**config.mk**
```make
export PLATFORM = sky130hd
export DESIGN_NAME = shot_controller
export DESIGN_NICKNAME = d
export VERILOG_FILES = /design/src/rtl/shot_pkg.sv /design/src/rtl/shot_hit_test.sv /design/src/rtl/shot_controller.sv
export SDC_FILE = /design/constraint.sdc
export NUM_CORES = 1
export LEC_CHECK = 0
export CAP_MARGIN = 20
export CORE_MARGIN = 3
export CORE_UTILIZATION = 47
export DETAILED_ROUTE_END_ITERATION = 10
export GPL_TIMING_DRIVEN = 0
export PLACE_DENSITY = 0.8
export SLEW_MARGIN = 10
export SYNTH_ARGS = -nofsm -noshare
export SYNTH_HDL_FRONTEND = slang
export SYNTH_SLANG_ARGS = --single-unit
```
**constraint.sdc**
```tcl
create_clock -name CLOCK_50 -period 2.64 [get_ports CLOCK_50]
set_input_delay 0.528 -clock CLOCK_50 [delete_from_list [all_inputs] [get_ports CLOCK_50]]
set_output_delay 0.528 -clock CLOCK_50 [all_outputs]
set_load 0.02 [all_outputs]
```
**src/rtl/shot_pkg.sv**
```systemverilog
// Shared types and default constants for the shot controller and the logic
// that consumes its events (score, hit animation).
package shot_pkg;

   typedef enum logic [1:0] {
      ST_IDLE     = 2'd0,
      ST_EVAL     = 2'd1,
      ST_REPORT   = 2'd2,
      ST_COOLDOWN = 2'd3
   } state_t;

   localparam int SCREEN_W            = 640;
   localparam int SCREEN_H            = 480;

   localparam int DEF_AMMO_MAX        = 3;
   localparam int DEF_DUCK_W          = 32;
   localparam int DEF_DUCK_H          = 32;
   localparam int DEF_FLASH_FRAMES    = 2;
   localparam int DEF_COOLDOWN_FRAMES = 15;

endpackage

```
**src/rtl/shot_hit_test.sv**
```systemverilog
// Combinational point-in-rectangle test against a DUCK_W x DUCK_H box whose
// top-left corner is (bx, by). Right/bottom edges are exclusive.
module shot_hit_test
   import shot_pkg::*;
#(
   parameter int DUCK_W = DEF_DUCK_W,
   parameter int DUCK_H = DEF_DUCK_H
) (
   input  logic [9:0] px,
   input  logic [9:0] py,
   input  logic [9:0] bx,
   input  logic [9:0] by,
   input  logic       active,
   output logic       hit
);

   // One extra bit so a box straddling 1023 does not wrap back to zero.
   logic [10:0] bx_end;
   logic [10:0] by_end;

   assign bx_end = {1'b0, bx} + 11'(DUCK_W);
   assign by_end = {1'b0, by} + 11'(DUCK_H);

   assign hit = active
              && (px >= bx) && ({1'b0, px} < bx_end)
              && (py >= by) && ({1'b0, py} < by_end);

endmodule

```
**src/rtl/shot_controller.sv**
```systemverilog
// Turns a left-button press into one registered shot event (position, hit,
// ammo) handed to game logic over valid/ack, then runs flash and cooldown.
//
//   state       | meaning
//   ------------+---------------------------------------------------------
//   ST_IDLE     | waiting for a press; fires if ammo left, else dry_fire
//   ST_EVAL     | one cycle: hit-test the latched position against the duck
//   ST_REPORT   | shot_valid high until game logic acks
//   ST_COOLDOWN | count frame ticks; flash first, then re-arm
module shot_controller
   import shot_pkg::*;
#(
   parameter int AMMO_MAX        = DEF_AMMO_MAX,
   parameter int DUCK_W          = DEF_DUCK_W,
   parameter int DUCK_H          = DEF_DUCK_H,
   parameter int FLASH_FRAMES    = DEF_FLASH_FRAMES,
   parameter int COOLDOWN_FRAMES = DEF_COOLDOWN_FRAMES
) (
   input  logic       CLOCK_50,
   input  logic       reset_n,
   input  logic       leftButton,
   input  logic [9:0] cursorX,
   input  logic [9:0] cursorY,
   input  logic       frame_tick,
   input  logic       round_start,
   input  logic       duck_active,
   input  logic [9:0] duckX,
   input  logic [9:0] duckY,
   input  logic       shot_ack,
   output logic       shot_valid,
   output logic [9:0] shot_x,
   output logic [9:0] shot_y,
   output logic       shot_hit,
   output logic [3:0] ammo,
   output logic       dry_fire,
   output logic       flash
);

   localparam int              CNT_W       = $clog2(COOLDOWN_FRAMES + 1);
   localparam logic [CNT_W-1:0] FLASH_CNT  = CNT_W'(FLASH_FRAMES);
   localparam logic [CNT_W-1:0] COOL_CNT   = CNT_W'(COOLDOWN_FRAMES);
   localparam logic [3:0]       AMMO_RELOAD = 4'(AMMO_MAX);

   state_t           state_q, state_d;
   logic             btn_q;
   logic             shot_valid_q, shot_valid_d;
   logic [9:0]       shot_x_q, shot_x_d;
   logic [9:0]       shot_y_q, shot_y_d;
   logic             shot_hit_q, shot_hit_d;
   logic [3:0]       ammo_q, ammo_d;
   logic             dry_fire_q, dry_fire_d;
   logic             flash_q, flash_d;
   logic [CNT_W-1:0] cnt_q, cnt_d;

   logic             press;
   logic             ack_take;
   logic [CNT_W-1:0] cnt_inc;
   logic             cooldown_done;
   logic             hit_now;

   assign press         = leftButton & ~btn_q;
   // Only an ack seen while the event is actually presented counts.
   assign ack_take      = (state_q == ST_REPORT) && shot_valid_q && shot_ack;
   assign cnt_inc       = cnt_q + CNT_W'(1);
   assign cooldown_done = frame_tick && (cnt_inc == COOL_CNT);

   shot_hit_test #(
      .DUCK_W (DUCK_W),
      .DUCK_H (DUCK_H)
   ) u_hit_test (
      .px     (shot_x_q),
      .py     (shot_y_q),
      .bx     (duckX),
      .by     (duckY),
      .active (duck_active),
      .hit    (hit_now)
   );

   always_ff @(posedge CLOCK_50 or negedge reset_n) begin
      if (!reset_n) begin
         state_q <= ST_IDLE;
      end else begin
         state_q <= state_d;
      end
   end

   always_comb begin
      state_d = state_q;
      if (round_start) begin
         state_d = ST_IDLE;
      end else begin
         unique case (state_q)
            ST_IDLE:     if (press && (ammo_q != 4'd0)) state_d = ST_EVAL;
            ST_EVAL:     state_d = ST_REPORT;
            ST_REPORT:   if (ack_take) state_d = ST_COOLDOWN;
            ST_COOLDOWN: if (cooldown_done) state_d = ST_IDLE;
            default:     state_d = ST_IDLE;
         endcase
      end
   end

   always_comb begin
      shot_valid_d = 1'b0;
      shot_x_d     = shot_x_q;
      shot_y_d     = shot_y_q;
      shot_hit_d   = shot_hit_q;
      ammo_d       = ammo_q;
      dry_fire_d   = 1'b0;
      flash_d      = flash_q;
      cnt_d        = cnt_q;
      if (round_start) begin
         ammo_d  = AMMO_RELOAD;
         flash_d = 1'b0;
         cnt_d   = '0;
      end else begin
         unique case (state_q)
            ST_IDLE: begin
               flash_d = 1'b0;
               if (press) begin
                  if (ammo_q != 4'd0) begin
                     shot_x_d = cursorX;
                     shot_y_d = cursorY;
                     ammo_d   = ammo_q - 4'd1;
                  end else begin
                     dry_fire_d = 1'b1;
                  end
               end
            end
            ST_EVAL: begin
               shot_hit_d = hit_now;
            end
            ST_REPORT: begin
               if (ack_take) begin
                  flash_d = 1'b1;
                  cnt_d   = '0;
               end else begin
                  shot_valid_d = 1'b1;
               end
            end
            ST_COOLDOWN: begin
               if (frame_tick) begin
                  cnt_d = cnt_inc;
                  if ((cnt_inc >= FLASH_CNT) || cooldown_done) flash_d = 1'b0;
               end
            end
            default: ;
         endcase
      end
   end

   always_ff @(posedge CLOCK_50 or negedge reset_n) begin
      if (!reset_n) begin
         btn_q        <= 1'b0;
         shot_valid_q <= 1'b0;
         shot_x_q     <= '0;
         shot_y_q     <= '0;
         shot_hit_q   <= 1'b0;
         ammo_q       <= AMMO_RELOAD;
         dry_fire_q   <= 1'b0;
         flash_q      <= 1'b0;
         cnt_q        <= '0;
      end else begin
         btn_q        <= leftButton;
         shot_valid_q <= shot_valid_d;
         shot_x_q     <= shot_x_d;
         shot_y_q     <= shot_y_d;
         shot_hit_q   <= shot_hit_d;
         ammo_q       <= ammo_d;
         dry_fire_q   <= dry_fire_d;
         flash_q      <= flash_d;
         cnt_q        <= cnt_d;
      end
   end

   assign shot_valid = shot_valid_q;
   assign shot_x     = shot_x_q;
   assign shot_y     = shot_y_q;
   assign shot_hit   = shot_hit_q;
   assign ammo       = ammo_q;
   assign dry_fire   = dry_fire_q;
   assign flash      = flash_q;

endmodule

```
==> run metrics <==
outcome complete, no violations; Worst Path Required 2820 ps; TritonCTS clock tree yes; Yosys reg bits 35; PortBufs 74; Via density 5.25; Final GP Congestion 0.811; area of the die 6140 µm²; P&R area growth vs syn 37.7%; critical path fanouts, max 3; hold_buf cts 0; synth warn 0; crit path kind primary input to register; Mapped Nets 336; Total GRT Usage 20.3%; RSZ-0062 raised after global routing no; Syn Inst Count 248; core box area 4880 µm²; TritonRoute pass-1 iters 4; Core Util, Final 69.4%; crit path launch duckY[6]; CTS root buffer clkbuf_8; CTS clk-pin slew, worst paths 80 ps; Data arrival, critical path 2680 ps; Worst setup SP type primary input; Initial Util 50.4%; antenna-violating nets left 0; vias after detailed routing 2084; final setup fails 0; clock period minus worst slack 2490 ps; max cap viols 0; Iter 0 DRT Violations 61; initial antenna violation count 0; Most used DFF post-synth dfrtp_1; Power Total 2.96 mW; Critical Path Sink shot_hit$_DFFE_PN0P_; clk_lat worst skew 290 ps; number of diodes 0; grt ovf 0; Filler cells 409; largest net degree at the start of global routing 36; first-pass GRT wire length 9.98 mm; maximum VDD drop 0.416 mV; Cell Rows 25; register-to-register setup slack 400 ps; FFs w/ async S/R, synth 100%; WL per Instance 14.5 µm; top-count cell post-synth ha_1; H-tree depth 2; relative slew slack 46.4%; nets 417; io pins 75; Max Transition Viols Final 0; worst flop-to-flop path startpoint ammo[0]$_DFFE_PN1P_; slew at the pin with the worst max-slew slack 804 ps; Syn Area/Cell 9.92 µm²; cells on worst reg2reg path 7; Tcrit/Tclk final 94.5%; Final Hold Viols 0; register area share after synthesis 35.7%; number of global-route vias before repair 2146; Worst Setup End Kind register; detailed-placement wirelength estimate 4.47 mm; ratio of cells with drive above 1 in the final layout 10.3%; detailed-route DRC error count 0; cts bufs inserted 5; hold_ws 323 ps; Total Routed Length 5.77 mm; fmax 401 MHz; Yosys top cell by area dfrtp_1; top cells by count, synth ha_1 (41), dfrtp_1 (33), inv_1 (32); Die W 78.3 µm; Post-synth EDFFs 0; CTS sink cnt 35; r2r endpoint shot_y[1]$_DFFE_PN0P_; hold crit path type primary input to asynchronous set/reset pin; dominant cells by area after synthesis dfrtp_1 (34%), ha_1 (21%), mux2_2 (8.2%); Netlist cell types 38; Die Y 78.3 µm; Fin Clk Skew 9.42 ps; pwr/cell area 873 nW/µm²; leak pwr 1.59 nW; synthesized area 2460 µm²; post-synth top area share 33.6%; Max Root-Sink Buffers 2
## power breakdown
| part | switching, mW | internal [mW] |
|---|---|---|
| clock network | 0.197 | 0.185 |
| logic | 0.812 | 0.856 |
| registers | 0.180 | 0.726 |
| total | 1.19 | 1.77 |
## cell type report
type	instances	area, µm²	area share [%]
multi-input combinational	178	1470	43.3
clock inverter	1	5.00	0.148
timing repair buffer	74	738	21.8
buffer	3	18.8	0.554
clock buffer	7	76.3	2.25
sequential	35	878	25.9
tap	67	83.8	2.48
inverter	32	120	3.55
## critical path: stages
cell,delay [ps]
clkdlybuf4s50_1,510
ha_2,200
nand3_1,90
xnor2_1,140
ha_1,210
nor2_2,110
nand2_1,100
a2111oi_4,340
a211oi_1,100
o41ai_1,340
## sequential cells by signal, summed over array words and instances (netlist names)
signal	cells
shot_y	10
shot_valid	1
btn_q	1
state_q	2
flash	1
shot_hit	1
dry_fire	1
ammo	4
cnt_q	4
shot_x	10
## worst min path at each step
stage,depth (start not counted),end,from
finish,1,shot_x[5]$_DFFE_PN0P_,reset_n
CTS,1,shot_x[5]$_DFFE_PN0P_,reset_n
global placement,2,shot_hit$_DFFE_PN0P_,shot_hit$_DFFE_PN0P_
floorplan,0,ammo[2]$_DFFE_PN0P_,reset_n
global route,1,shot_x[5]$_DFFE_PN0P_,reset_n
detailed placement,2,shot_hit$_DFFE_PN0P_,shot_hit$_DFFE_PN0P_
## stage by stage
stage                     setup TNS, ps  instance area, µm²  instances  worst slack (ps)
final                                 0                3390        397               146
after CTS                             0                3360        397              19.4
after global placement             -190                3280        389              -190
after detailed placement           -204                3280        389              -204
after global routing                  0                3390        397              49.8
after floorplan                       0                2460        248               550
## cells in the final DEF, fill, tap and decap left out, drive strengths merged, types with 10 or more instances in the layout
cell type	netlist	layout
clkdlybuf4s50	0	72
a21oi	15	15
inv	32	32
nand3	10	10
nand2	19	19
nor2	12	12
ha	41	41
mux2	18	18
o21ai	11	11
dfrtp	33	33
## cells by family after synthesis
logic type | Yosys count | synth area share, %
DFF | 35 | 35.7
muxes | 19 | 8.65
xor gates and xnor gates | 12 | 4.27
adders and majority gates | 41 | 20.9
AOI/OAI and AO/OA | 47 | 12.8
and+or+nand+nor | 59 | 12.1
buffers and inverters | 35 | 5.65
## what timing repair did
item | in CTS | in global routing
resized for setup | 1 | 5
endpoints found under the setup margin | 1 | 1
setup buffers | 0 | 0
## per-layer routing
layer / global-route usage, % / vias up / routed length (µm)
li1: - / 1026 / -
met1: 26.7 / 980 / 2630
met2: 33.9 / 72 / 2780
met4: 4.72 / 0 / 38
met5: 0 / - / 0
met3: 4.59 / 6 / 329
Note: power is estimated with default switching activity, not from simulation.
